--- src/rtl/bus_arb2_if.sv ---
// Bundle of the two master request/response channels and the shared slave
// channel of the two-master bus arbiter.
interface bus_arb2_if;
    // Master 0 channel
    logic        m0_req_i;
    logic        m0_we_i;
    logic [31:0] m0_addr_i;
    logic [3:0]  m0_be_i;
    logic [31:0] m0_wdata_i;
    logic        m0_ack_o;
    logic        m0_resp_o;
    logic [31:0] m0_rdata_o;
    logic        m0_err_o;

    // Master 1 channel
    logic        m1_req_i;
    logic        m1_we_i;
    logic [31:0] m1_addr_i;
    logic [3:0]  m1_be_i;
    logic [31:0] m1_wdata_i;
    logic        m1_ack_o;
    logic        m1_resp_o;
    logic [31:0] m1_rdata_o;
    logic        m1_err_o;

    // Slave channel
    logic        s_req_o;
    logic        s_we_o;
    logic [31:0] s_addr_o;
    logic [3:0]  s_be_o;
    logic [31:0] s_wdata_o;
    logic        s_ack_i;
    logic        s_resp_i;
    logic [31:0] s_rdata_i;

    // Arbiter view: consumes master requests and slave replies.
    modport arb (
        input  m0_req_i, m0_we_i, m0_addr_i, m0_be_i, m0_wdata_i,
        output m0_ack_o, m0_resp_o, m0_rdata_o, m0_err_o,
        input  m1_req_i, m1_we_i, m1_addr_i, m1_be_i, m1_wdata_i,
        output m1_ack_o, m1_resp_o, m1_rdata_o, m1_err_o,
        output s_req_o, s_we_o, s_addr_o, s_be_o, s_wdata_o,
        input  s_ack_i, s_resp_i, s_rdata_i
    );

    // Requesting masters' view.
    modport master (
        output m0_req_i, m0_we_i, m0_addr_i, m0_be_i, m0_wdata_i,
        input  m0_ack_o, m0_resp_o, m0_rdata_o, m0_err_o,
        output m1_req_i, m1_we_i, m1_addr_i, m1_be_i, m1_wdata_i,
        input  m1_ack_o, m1_resp_o, m1_rdata_o, m1_err_o
    );

    // Downstream slave's view.
    modport slave (
        input  s_req_o, s_we_o, s_addr_o, s_be_o, s_wdata_o,
        output s_ack_i, s_resp_i, s_rdata_i
    );
endinterface

--- src/rtl/bus_arb2.sv ---
// Two-master round-robin bus arbiter with a single outstanding transaction.
// Writes complete at slave accept; reads complete with one registered
// response pulse, or an error response if the slave stays silent for
// TIMEOUT cycles after accepting.
module bus_arb2 #(
    parameter int unsigned TIMEOUT = 255
) (
    input  logic      clk_i,
    input  logic      rst_i,
    bus_arb2_if.arb   bus
);

    typedef enum logic [1:0] {StIdle, StReq, StWaitResp} state_e;

    localparam logic [15:0] TimeoutCnt = 16'(TIMEOUT);

    state_e      state_q, state_d;
    logic        owner_q, owner_d;   // 0 = m0, 1 = m1
    logic        ptr_q, ptr_d;       // master favoured on a tie
    logic [15:0] cnt_q, cnt_d;

    logic        m0_resp_q, m0_resp_d;
    logic        m0_err_q, m0_err_d;
    logic [31:0] m0_rdata_q, m0_rdata_d;
    logic        m1_resp_q, m1_resp_d;
    logic        m1_err_q, m1_err_d;
    logic [31:0] m1_rdata_q, m1_rdata_d;

    logic        in_req;
    logic        own_we;
    logic [31:0] own_addr;
    logic [3:0]  own_be;
    logic [31:0] own_wdata;
    logic        grant;
    logic        done;
    logic        done_err;
    logic [31:0] done_data;

    // Select the owner's request fields.
    always_comb begin
        own_we    = owner_q ? bus.m1_we_i    : bus.m0_we_i;
        own_addr  = owner_q ? bus.m1_addr_i  : bus.m0_addr_i;
        own_be    = owner_q ? bus.m1_be_i    : bus.m0_be_i;
        own_wdata = owner_q ? bus.m1_wdata_i : bus.m0_wdata_i;
    end

    // Slave request channel and master accept strobes; all zero outside REQ.
    always_comb begin
        in_req        = (state_q == StReq);
        bus.s_req_o   = in_req;
        bus.s_we_o    = in_req ? own_we    : 1'b0;
        bus.s_addr_o  = in_req ? own_addr  : 32'h0;
        bus.s_be_o    = in_req ? own_be    : 4'h0;
        bus.s_wdata_o = in_req ? own_wdata : 32'h0;
        bus.m0_ack_o  = in_req && bus.s_ack_i && !owner_q;
        bus.m1_ack_o  = in_req && bus.s_ack_i && owner_q;
    end

    // Registered response outputs.
    always_comb begin
        bus.m0_resp_o  = m0_resp_q;
        bus.m0_err_o   = m0_err_q;
        bus.m0_rdata_o = m0_rdata_q;
        bus.m1_resp_o  = m1_resp_q;
        bus.m1_err_o   = m1_err_q;
        bus.m1_rdata_o = m1_rdata_q;
    end

    // Next-state: arbitration, slave handshake, response/timeout completion.
    always_comb begin
        state_d    = state_q;
        owner_d    = owner_q;
        ptr_d      = ptr_q;
        cnt_d      = cnt_q;
        grant      = 1'b0;
        done       = 1'b0;
        done_err   = 1'b0;
        done_data  = 32'h0;
        m0_resp_d  = 1'b0;
        m0_err_d   = 1'b0;
        m0_rdata_d = m0_rdata_q;
        m1_resp_d  = 1'b0;
        m1_err_d   = 1'b0;
        m1_rdata_d = m1_rdata_q;

        unique case (state_q)
            StIdle: begin
                if (bus.m0_req_i || bus.m1_req_i) begin
                    // Pointer only matters when both request.
                    if (bus.m0_req_i && bus.m1_req_i) begin
                        grant = ptr_q;
                    end else begin
                        grant = bus.m1_req_i;
                    end
                    owner_d = grant;
                    ptr_d   = ~grant;
                    state_d = StReq;
                end
            end
            StReq: begin
                if (bus.s_ack_i) begin
                    cnt_d   = 16'h0;
                    state_d = own_we ? StIdle : StWaitResp;
                end
            end
            StWaitResp: begin
                if (bus.s_resp_i) begin
                    // A response on the final cycle still beats the timeout.
                    done      = 1'b1;
                    done_data = bus.s_rdata_i;
                    state_d   = StIdle;
                end else begin
                    cnt_d = cnt_q + 16'd1;
                    if (cnt_d == TimeoutCnt) begin
                        done     = 1'b1;
                        done_err = 1'b1;
                        state_d  = StIdle;
                    end
                end
            end
            default: state_d = StIdle;
        endcase

        if (done) begin
            if (owner_q) begin
                m1_resp_d  = 1'b1;
                m1_err_d   = done_err;
                m1_rdata_d = done_data;
            end else begin
                m0_resp_d  = 1'b1;
                m0_err_d   = done_err;
                m0_rdata_d = done_data;
            end
        end
    end

    // State and output registers with synchronous reset.
    always_ff @(posedge clk_i) begin
        if (rst_i) begin
            state_q    <= StIdle;
            owner_q    <= 1'b0;
            ptr_q      <= 1'b0;
            cnt_q      <= 16'h0;
            m0_resp_q  <= 1'b0;
            m0_err_q   <= 1'b0;
            m0_rdata_q <= 32'h0;
            m1_resp_q  <= 1'b0;
            m1_err_q   <= 1'b0;
            m1_rdata_q <= 32'h0;
        end else begin
            state_q    <= state_d;
            owner_q    <= owner_d;
            ptr_q      <= ptr_d;
            cnt_q      <= cnt_d;
            m0_resp_q  <= m0_resp_d;
            m0_err_q   <= m0_err_d;
            m0_rdata_q <= m0_rdata_d;
            m1_resp_q  <= m1_resp_d;
            m1_err_q   <= m1_err_d;
            m1_rdata_q <= m1_rdata_d;
        end
    end

endmodule

--- src/flat_wrapper.sv ---
// flat-port wrapper written by rule: the top's interface ports become plain ports
module bus_arb2_flat 
#(
    parameter int unsigned TIMEOUT = 255
)
  (clk_i, rst_i, bus_m0_req_i, bus_m0_we_i, bus_m0_addr_i, bus_m0_be_i, bus_m0_wdata_i, bus_m0_ack_o, bus_m0_resp_o, bus_m0_rdata_o, bus_m0_err_o, bus_m1_req_i, bus_m1_we_i, bus_m1_addr_i, bus_m1_be_i, bus_m1_wdata_i, bus_m1_ack_o, bus_m1_resp_o, bus_m1_rdata_o, bus_m1_err_o, bus_s_req_o, bus_s_we_o, bus_s_addr_o, bus_s_be_o, bus_s_wdata_o, bus_s_ack_i, bus_s_resp_i, bus_s_rdata_i);
  bus_arb2_if bus_i ();
  input  logic clk_i;
  input  logic rst_i;
  input wire logic [$bits(bus_i.m0_req_i)-1:0] bus_m0_req_i;
  input wire logic [$bits(bus_i.m0_we_i)-1:0] bus_m0_we_i;
  input wire logic [$bits(bus_i.m0_addr_i)-1:0] bus_m0_addr_i;
  input wire logic [$bits(bus_i.m0_be_i)-1:0] bus_m0_be_i;
  input wire logic [$bits(bus_i.m0_wdata_i)-1:0] bus_m0_wdata_i;
  output wire logic [$bits(bus_i.m0_ack_o)-1:0] bus_m0_ack_o;
  output wire logic [$bits(bus_i.m0_resp_o)-1:0] bus_m0_resp_o;
  output wire logic [$bits(bus_i.m0_rdata_o)-1:0] bus_m0_rdata_o;
  output wire logic [$bits(bus_i.m0_err_o)-1:0] bus_m0_err_o;
  input wire logic [$bits(bus_i.m1_req_i)-1:0] bus_m1_req_i;
  input wire logic [$bits(bus_i.m1_we_i)-1:0] bus_m1_we_i;
  input wire logic [$bits(bus_i.m1_addr_i)-1:0] bus_m1_addr_i;
  input wire logic [$bits(bus_i.m1_be_i)-1:0] bus_m1_be_i;
  input wire logic [$bits(bus_i.m1_wdata_i)-1:0] bus_m1_wdata_i;
  output wire logic [$bits(bus_i.m1_ack_o)-1:0] bus_m1_ack_o;
  output wire logic [$bits(bus_i.m1_resp_o)-1:0] bus_m1_resp_o;
  output wire logic [$bits(bus_i.m1_rdata_o)-1:0] bus_m1_rdata_o;
  output wire logic [$bits(bus_i.m1_err_o)-1:0] bus_m1_err_o;
  output wire logic [$bits(bus_i.s_req_o)-1:0] bus_s_req_o;
  output wire logic [$bits(bus_i.s_we_o)-1:0] bus_s_we_o;
  output wire logic [$bits(bus_i.s_addr_o)-1:0] bus_s_addr_o;
  output wire logic [$bits(bus_i.s_be_o)-1:0] bus_s_be_o;
  output wire logic [$bits(bus_i.s_wdata_o)-1:0] bus_s_wdata_o;
  input wire logic [$bits(bus_i.s_ack_i)-1:0] bus_s_ack_i;
  input wire logic [$bits(bus_i.s_resp_i)-1:0] bus_s_resp_i;
  input wire logic [$bits(bus_i.s_rdata_i)-1:0] bus_s_rdata_i;
  assign bus_i.m0_req_i = bus_m0_req_i;
  assign bus_i.m0_we_i = bus_m0_we_i;
  assign bus_i.m0_addr_i = bus_m0_addr_i;
  assign bus_i.m0_be_i = bus_m0_be_i;
  assign bus_i.m0_wdata_i = bus_m0_wdata_i;
  assign bus_m0_ack_o = bus_i.m0_ack_o;
  assign bus_m0_resp_o = bus_i.m0_resp_o;
  assign bus_m0_rdata_o = bus_i.m0_rdata_o;
  assign bus_m0_err_o = bus_i.m0_err_o;
  assign bus_i.m1_req_i = bus_m1_req_i;
  assign bus_i.m1_we_i = bus_m1_we_i;
  assign bus_i.m1_addr_i = bus_m1_addr_i;
  assign bus_i.m1_be_i = bus_m1_be_i;
  assign bus_i.m1_wdata_i = bus_m1_wdata_i;
  assign bus_m1_ack_o = bus_i.m1_ack_o;
  assign bus_m1_resp_o = bus_i.m1_resp_o;
  assign bus_m1_rdata_o = bus_i.m1_rdata_o;
  assign bus_m1_err_o = bus_i.m1_err_o;
  assign bus_s_req_o = bus_i.s_req_o;
  assign bus_s_we_o = bus_i.s_we_o;
  assign bus_s_addr_o = bus_i.s_addr_o;
  assign bus_s_be_o = bus_i.s_be_o;
  assign bus_s_wdata_o = bus_i.s_wdata_o;
  assign bus_i.s_ack_i = bus_s_ack_i;
  assign bus_i.s_resp_i = bus_s_resp_i;
  assign bus_i.s_rdata_i = bus_s_rdata_i;
  bus_arb2 #(.TIMEOUT(TIMEOUT)) u_core (.clk_i(clk_i), .rst_i(rst_i), .bus(bus_i));
endmodule
--- config.mk ---
export PLATFORM = sky130hd
export DESIGN_NAME = bus_arb2_flat
export DESIGN_NICKNAME = d
export VERILOG_FILES = /design/src/rtl/bus_arb2_if.sv /design/src/rtl/bus_arb2.sv /design/src/flat_wrapper.sv
export SDC_FILE = /design/constraint.sdc
export NUM_CORES = 1
export LEC_CHECK = 0
export CAP_MARGIN = 20
export CORE_MARGIN = 1.5
export CORE_UTILIZATION = 40
export CTS_CLUSTER_DIAMETER = 150
export CTS_CLUSTER_SIZE = 10
export DETAILED_ROUTE_END_ITERATION = 10
export PLACE_DENSITY_LB_ADDON = 0.25
export SLEW_MARGIN = 20
export SYNTH_ARGS = -nofsm -noshare
export SYNTH_HDL_FRONTEND = slang
export SYNTH_SLANG_ARGS = --single-unit
--- constraint.sdc ---
create_clock -name clk_i -period 6.9 [get_ports clk_i]
set_input_delay 1.38 -clock clk_i [delete_from_list [all_inputs] [get_ports clk_i]]
set_output_delay 1.38 -clock clk_i [all_outputs]
set_load 0.005 [all_outputs]
==> run summary, run 1 <==
TritonCTS created 9 clock buffers. Overall power consumption after layout is estimated at 1.33 mW. The initial core utilization is 40.7%.

The count of flip-flops with a built-in enable after synthesis works out to 0. The aggregate negative setup slack is 0 ns, and the detailed router's first-iteration violation count is 642. Once layout is complete, the utilization of the core stands at 63.5%. The critical path startpoint is u_core.owner_q. The die is 124 um wide. Ranked by total cell area, the synthesized netlist is headed by dfxtp_1, mux2i_1, a32o_1.

The mux share of post-synthesis cell area came out at 11.9%. The tree is rooted in a clkbuf_16. The via count of the first global-routing pass came out at 5981.

Leaving out filler cells and counting taps, the final layout contains 1096. In this run the standard cell core region covers 14400 um^2. The congestion estimate from routability-driven global placement came to 0.916. For this design the total switching power over the nets is 0.361 mW. Hold timing on the final database bottoms out at a slack of 0.482 ns.

For the later-pin clock latency in the skew report, the log shows 0.34 ns. The worst setup path is captured at a primary output. The logs give 239 MHz for the maximum clock frequency and 0.0119 ns for the setup clock skew after layout. The net count after synthesis came out at 832. Of the total synthesized cell area, the portion taken by full adders, half adders and majority gates is 0.426%.

The flip-flop and latch area was 1770 um^2. The most instantiated flip-flop cell in the synthesis netlist is dfxtp_1. Counting cells, the worst reg-to-reg path comes to 8. Entering global routing, the biggest net connects 72 pins. Summing the areas of all compound-gate instances in the mapped netlist gives 27.5% of the synthesized area. Following the worst setup path forward leads to its endpoint at bus_s_addr_o[29].

In this run the worst path has a maximum fanout of 44. At the worst endpoint, the required time is 5.52 ns. In this run the register-to-register setup slack is 3.79 ns. The number of distinct library cell variants in the gate-level netlist after synthesis is 56. 316 I/O pins were placed.

By instance count, the leading cell after synthesis is nor2_1. The worst-case setup slack after placement came out at 2.75 ns. The commonest cells after synthesis are nor2_1, dfxtp_1, mux2i_1. For this design the static power due to leakage is 3.06 nW. The launching element type of the critical path was a flop. The tools report the die area as 15400 um^2. Number of placement rows: 44.

CTS saw 88 sinks. After synthesis, the share of flip-flops with an asynchronous set or reset is 0%. In this run the critical register-to-register path is launched from u_core.cnt_q[1].

Cell internal power was estimated by the tool at 0.967 mW. Dividing the detail-routed wire length by the instance count gives 21.4 um. The clock transition at the registers of the reported paths was 0.07 ns; the number of setup buffers added after CTS was 0. The number of buffers on the longest clock path was 2; the signal arrival time at the worst endpoint was 2.80 ns. The remaining antenna violation count is 0, and the number of search-and-repair iterations in the first detailed-routing pass is 5. Type of the most critical hold path: reg -> reg.

The synthesis-to-finish area growth came out at 55.8%. After synthesis, the largest family of logic cells by area is compound AO/OA/AOI/OAI gates. The final number of max-transition violations is 0, and the switching power as a share of total power is 27.2%. For this run, the post-layout net count is 1084. Summing the sequential cell areas from Yosys gives 30.0% of the chip area. The wire-length estimate of the detail-placed layout is 17100 um. The logs give 1079 for the number of instances in the placed design and 0 for the number of DRC violations after detailed routing.

The largest area contributor in the netlist was dfxtp_1. After synthesis the netlist holds a flip-flop and latch count of 88. For the routed wire length, the log shows 23400 um. The share of total power dissipated in the clock network is 36.1%.

The clock period could shrink to 4.18 ns. For this run, the number of Yosys warnings is 0. Summing all multi-input logic gate instances after layout gives 3630 um^2.

After synthesis, the largest area contributor takes up 30.0% of total cell area. The flow ran to the end, and the final reports show no timing, DRC or antenna violations. Synthesis produced 654 cells. The tools report the number of hold-slack violations in the final timing report as 0. The first global-routing pass estimated 33800 um of wire.

The period utilization works out to 60.5%. The transition at the pin with the smallest max-transition slack works out to 0.898 ns. The tool flagged a number of max-cap violations equal to 0. In the final layout, the share of cells above drive strength 1 is 5.05%. Setup repair after global routing left no endpoint under its margin.

After synthesis, the mean cell area works out to 8.98 um^2. The worst-case vdd ir drop is 97.2 uV, and the count of vias placed by the detailed router is 6487. The worst setup path is of the reg -> out kind. TritonCTS built the clock tree. Dividing total power by cell area gives a power density of 145 nW/um^2. The average via count per standard cell is 5.92.

The maximum level of the CTS H-tree is 3, and the combinational share of power is 24.0%. Capturing point of the worst reg2reg path: u_core.bus.m1_rdata_o[30]. The count of buffers added on input and output ports is 315. The tools report the worst max-slew margin expressed relative to the limit as 39.9%.

The number of antenna violations at the first check in global routing was 1. The die is 124 um tall. The mapped netlist covers 5870 um^2.

The layout has 1276 filler cells. Global routing finished with a remaining overflow of 0. Sequential cells account for 39.8% of the total power. Once placement finished, the instance area stood at 8860 um^2. The number of gates resized after CTS was 0. In this run, post-CTS hold repair placed 0 buffers. The overall track demand over capacity in global routing is 28.8%. Once routing completed, OpenROAD measured the worst setup slack at 2.72 ns.

Count of endpoints failing setup in the final report: 0. Of the total synthesized cell area, the portion taken by AND, OR, NAND and NOR gates is 21.1%. The share of the synthesized netlist area taken by xor and xnor gates is 0.745%, and the final cell area excluding filler cells is 9150 um^2.
final cells by class:
class / count / area share [%]
clock inverters: 6 / 0.547
well taps: 184 / 2.52
diodes: 1 / 0.0273
repair buffers: 325 / 35.2
inverters: 4 / 0.164
flip-flops and latches: 88 / 19.3
clock buffers: 10 / 2.61
multi-input cells: 478 / 39.7
cell usage in the layout (no fill, tap or decap), drive strengths merged, types with 2 or more instances in the layout:
cell / netlist / final
clkdlybuf4s50: 0 / 313
nor2: 89 / 89
dfxtp: 88 / 88
mux2i: 70 / 70
nor3b: 64 / 64
a32o: 64 / 64
a221o: 64 / 64
nand2: 18 / 18
a21oi: 16 / 16
buf: 22 / 12
o21ai: 11 / 11
clkbuf: 57 / 10
nand3: 9 / 9
nor3: 7 / 7
inv: 4 / 7
nand4: 6 / 6
a311oi: 6 / 6
a31oi: 5 / 5
and3: 5 / 5
and2: 4 / 4
xnor2: 4 / 4
or2: 4 / 4
nor4: 4 / 4
or3: 3 / 3
nand2b: 3 / 3
or3b: 2 / 2
o31ai: 2 / 2
ha: 2 / 2
a2111oi: 2 / 2
nor4b: 2 / 2
clkinv: 0 / 2
per-layer routing:
layer  global-route usage (%)  vias to the layer above  wire length, um
li1                         -                     3063                -
met1                     34.8                     3094             9200
met2                     48.3                      286            11600
met3                     7.05                       44             1690
met4                     12.9                        0              955
met5                        0                        -                0
worst max-delay path, stage by stage (launching register included):
cell,delay [ns]
dfxtp_4,0.77
buf_4,0.59
mux2i_1,0.41
nor2_1,0.11
clkdlybuf4s50_1,0.51
state kept, by name, summed over array words and instances (netlist names):
name and count:
u_core.bus.m0_rdata_o 32, u_core.bus.m1_rdata_o 32, u_core.cnt_q 16, u_core.state_q 2, u_core.bus.m0_err_o 1, u_core.bus.m0_resp_o 1, u_core.bus.m1_err_o 1, u_core.bus.m1_resp_o 1
u_core.owner_q 1, u_core.ptr_q 1
power by group through the flow:
stage	clock network (mW)	registers [mW]	logic (mW)
3_3_place_gp	0	0.540	0.318
2_1_floorplan	0	0.532	0.117
3_5_place_dp	0	0.541	0.319
6_report	0.480	0.529	0.319
5_1_grt	0.505	0.531	0.339
4_1_cts	0.486	0.529	0.320
how the worst min path moves through the flow:
stage / from / end / slack, ns / cells past startpoint
5_1_grt: u_core.ptr_q / u_core.ptr_q / 0.53 / 1
3_5_place_dp: u_core.ptr_q / u_core.ptr_q / 0.47 / 1
4_1_cts: u_core.ptr_q / u_core.ptr_q / 0.48 / 1
6_report: u_core.ptr_q / u_core.ptr_q / 0.48 / 1
3_3_place_gp: u_core.ptr_q / u_core.ptr_q / 0.46 / 1
2_1_floorplan: u_core.ptr_q / u_core.ptr_q / 0.44 / 1
logic make-up (layout without fill, tap and decap cells):
family,after synthesis,after routing
AOI/OAI and AO/OA,177,177
muxes,70,70
xor gates and xnor gates,5,5
and+or+nand+nor,224,224
buffers and inverters,88,345
DFF,88,88
other,0,1
adders and majority gates,2,2
Note: power is estimated with default switching activity, not from simulation.
==> inputs of run 2 (changes only) <==
==> constraint.sdc (replaced) <==
create_clock -name clk_i -period 4 [get_ports clk_i]
set_input_delay 0.8 -clock clk_i [delete_from_list [all_inputs] [get_ports clk_i]]
set_output_delay 0.8 -clock clk_i [all_outputs]
set_load 0.005 [all_outputs]
==> run summary, run 2 (synthesis gave the netlist of run 1 again) <==
The run finished with clean final reports. The logs give 9 (unchanged) for the total clock buffers created by CTS and 0 (unchanged) for the overall overflow remaining after global route. Setup repair after global routing left no endpoint under its margin. The critical path startpoint is u_core.owner_q (unchanged). The I/O pin count is 316 (unchanged). Routed wire length: 23600 um (was 23400 um). The run gives 88 (unchanged) as the number of sinks handled by clock tree synthesis. TritonCTS built the clock tree. The chip height is 124 um (unchanged), and the logic depth of the worst register-to-register path is 8 (unchanged). The worst setup path category is reg -> out (unchanged). The proportion of layout cells with a drive suffix above 1 is 5.36% (was 5.05%).

Highest-utilization routing layer at the global route stage: met2 (unchanged). The power density over the cells is 253 nW/um^2 (was 145 nW/um^2). Commonest cells after routing, fill and taps aside: clkdlybuf4s50_1, nor2_1, dfxtp_1 (unchanged). The run gives 52.3% (was 48.3%) as the global-route track usage on met2. The startpoint of the lowest-slack register-to-register path was u_core.cnt_q[0] (was u_core.cnt_q[1]). For the count of vias placed by the detailed router, the log shows 6531 (was 6487). The number of placement rows is 44 (unchanged), and the average via count per standard cell is 5.94 (was 5.92). Critical path capture point: bus_s_addr_o[18] (was bus_s_addr_o[29]). The worst-path maximum fanout works out to 39 (was 44).

The logs give 0 ns (unchanged) for the aggregate negative setup slack and 0 (unchanged) for the count of endpoints failing setup in the final report. For the number of buffers on the longest clock path, the log shows 2 (unchanged). The synthesis-to-finish area growth was 57.0% (was 55.8%); the number of search-and-repair iterations in the first detailed-routing pass was 5 (unchanged). Cell area reported after detailed placement: 8920 um^2 (was 8860 um^2). The number of fillers in the final layout is 1246 (was 1276), and the met1 usage in global routing is 36.4% (was 34.8%). The tools report the maximum number of pins on one net before global-route repair as 66 (was 72). The capturing point of the worst reg2reg path is u_core.bus.m1_rdata_o[30] (unchanged).

Most common library cell in the layout ignoring fill and taps: clkdlybuf4s50_1 (unchanged). The run gives 29.3% (was 28.8%) as the overall track demand over capacity in global routing. Timing would allow up to 317 MHz. For the worst-case vdd ir drop, the log shows 176 uV (was 97.2 uV). The run gives 0 (unchanged) as the max capacitance violation total.

The die span in x is 124 um (unchanged), and the reported leakage power is 3.09 nW (was 3.06 nW). The number of resized instances in the post-cts repair step came out at 0 (unchanged). Type of the most critical hold path: reg -> reg (unchanged). The core outline area is 14400 um^2 (unchanged), and the die area is 15400 um^2 (unchanged).

The maximum level of the CTS H-tree was 3 (unchanged); the routed wirelength normalized by instance count was 21.4 um (about the same). The port buffer count is 315 (unchanged), and the initial core utilization is 40.7% (unchanged). The detailed router's first-iteration violation count was 837 (was 642). The number of DRC violations after detailed routing came out at 0 (unchanged). The transition at the pin with the smallest max-transition slack came out at 0.893 ns (was 0.898 ns). The tools report the number of setup buffers added after CTS as 0 (unchanged). The via count of the first global-routing pass was 5941 (was 5981).

The later-pin clock latency in the skew report came out at 0.34 ns (about the same). The period utilization was 78.9%. The type of element capturing the critical path was a primary output (unchanged). The number of hold-slack violations in the final timing report was 0 (unchanged). The tools report the hold-fix buffer count after cts as 0 (unchanged). For the final design utilization, the log shows 63.9% (was 63.5%). Required time of the critical path: 3.20 ns (was 5.52 ns). The diode insertion count for antenna repair is 0 (was 1). The worst max-slew margin expressed relative to the limit was 40.3% (was 39.9%); the setup clock skew after layout was 0.0103 ns (was 0.0119 ns). The worst path needs 3.15 ns of the cycle, external delays included.

For the remaining antenna violation count, the log shows 0 (unchanged). The tools report the net count reported at finish as 1088 (was 1084). The final number of max-transition violations came out at 0 (unchanged). The global-route wire length before repair was 34600 um (was 33800 um). The tools report the weighted congestion reported at the end of routability-driven placement as 0.953 (was 0.916). Cell chosen for the clock root: clkbuf_16 (unchanged). The clock transition at the registers of the reported paths is 0.06 ns (was 0.07 ns). The launching element type of the critical path is a flop (unchanged). The logs give 2.35 ns (was 2.80 ns) for the signal arrival time at the worst endpoint and 5.17% (was 7.05%) for the met3 track demand over resource.

Number of antenna violations at the first check in global routing: 2 (was 1). The logs give 17300 um (was 17100 um) for the final HPWL from detailed placement and 0.95 ns (was 3.79 ns) for the reg-to-reg setup timing slack. The final cell area excluding filler cells came out at 9220 um^2 (was 9150 um^2).
==> run 2: worst min-delay path by stage <==
stage	to	depth (start not counted)	slack, ns	from
3_5_place_dp	u_core.ptr_q	1	0.48	u_core.ptr_q
6_report	u_core.ptr_q	1	0.50	u_core.ptr_q
4_1_cts	u_core.ptr_q	1	0.49	u_core.ptr_q
3_3_place_gp	u_core.ptr_q	1	0.45	u_core.ptr_q
5_1_grt	u_core.ptr_q	1	0.54	u_core.ptr_q
2_1_floorplan	u_core.ptr_q	1	0.44	u_core.ptr_q
==> run 2: final cells by class <==
type                       instances  area, um^2  share of cell area [%]
clock inverter                     6        67.6                   0.733
clock buffer                      10         229                    2.48
timing repair buffer             329        3280                    35.6
inverter                           4        15.0                   0.163
sequential                        88        1770                    19.1
tap                              184         230                    2.50
multi-input combinational        478        3630                    39.4
==> run 2: worst max-delay path, stage by stage (launching register included) <==
cell and delay, ns:
dfxtp_4 0.73, buf_4 0.43, mux2i_1 0.30, nor2_1 0.08
clkdlybuf4s50_1 0.47
==> run 2: power breakdown <==
part	switching [mW]	leakage [nW]	internal, mW
clock network	0.374	0.139	0.488
registers	0.0244	0.711	0.888
logic	0.220	2.24	0.341
total	0.619	3.09	1.72
==> run 2: metal layers <==
layer,share of wire [%],vias up
li1,-,3074
met1,40,3143
met2,52,278
met3,6.5,34
met4,1.6,2
met5,0.055,-
==> run 2: metrics by stage <==
stage | total power, mW | instances | hold slack, ns | setup WS (ns)
3_5_place_dp | 1.49 | 1083 | 0.476 | 0.972
2_1_floorplan | 1.12 | 654 | 0.440 | 1.42
3_3_place_gp | 1.49 | 1082 | 0.455 | 1.06
5_1_grt | 2.41 | 1099 | 0.543 | 0.758
6_report | 2.34 | 1099 | 0.503 | 0.846
4_1_cts | 2.34 | 1099 | 0.489 | 0.848
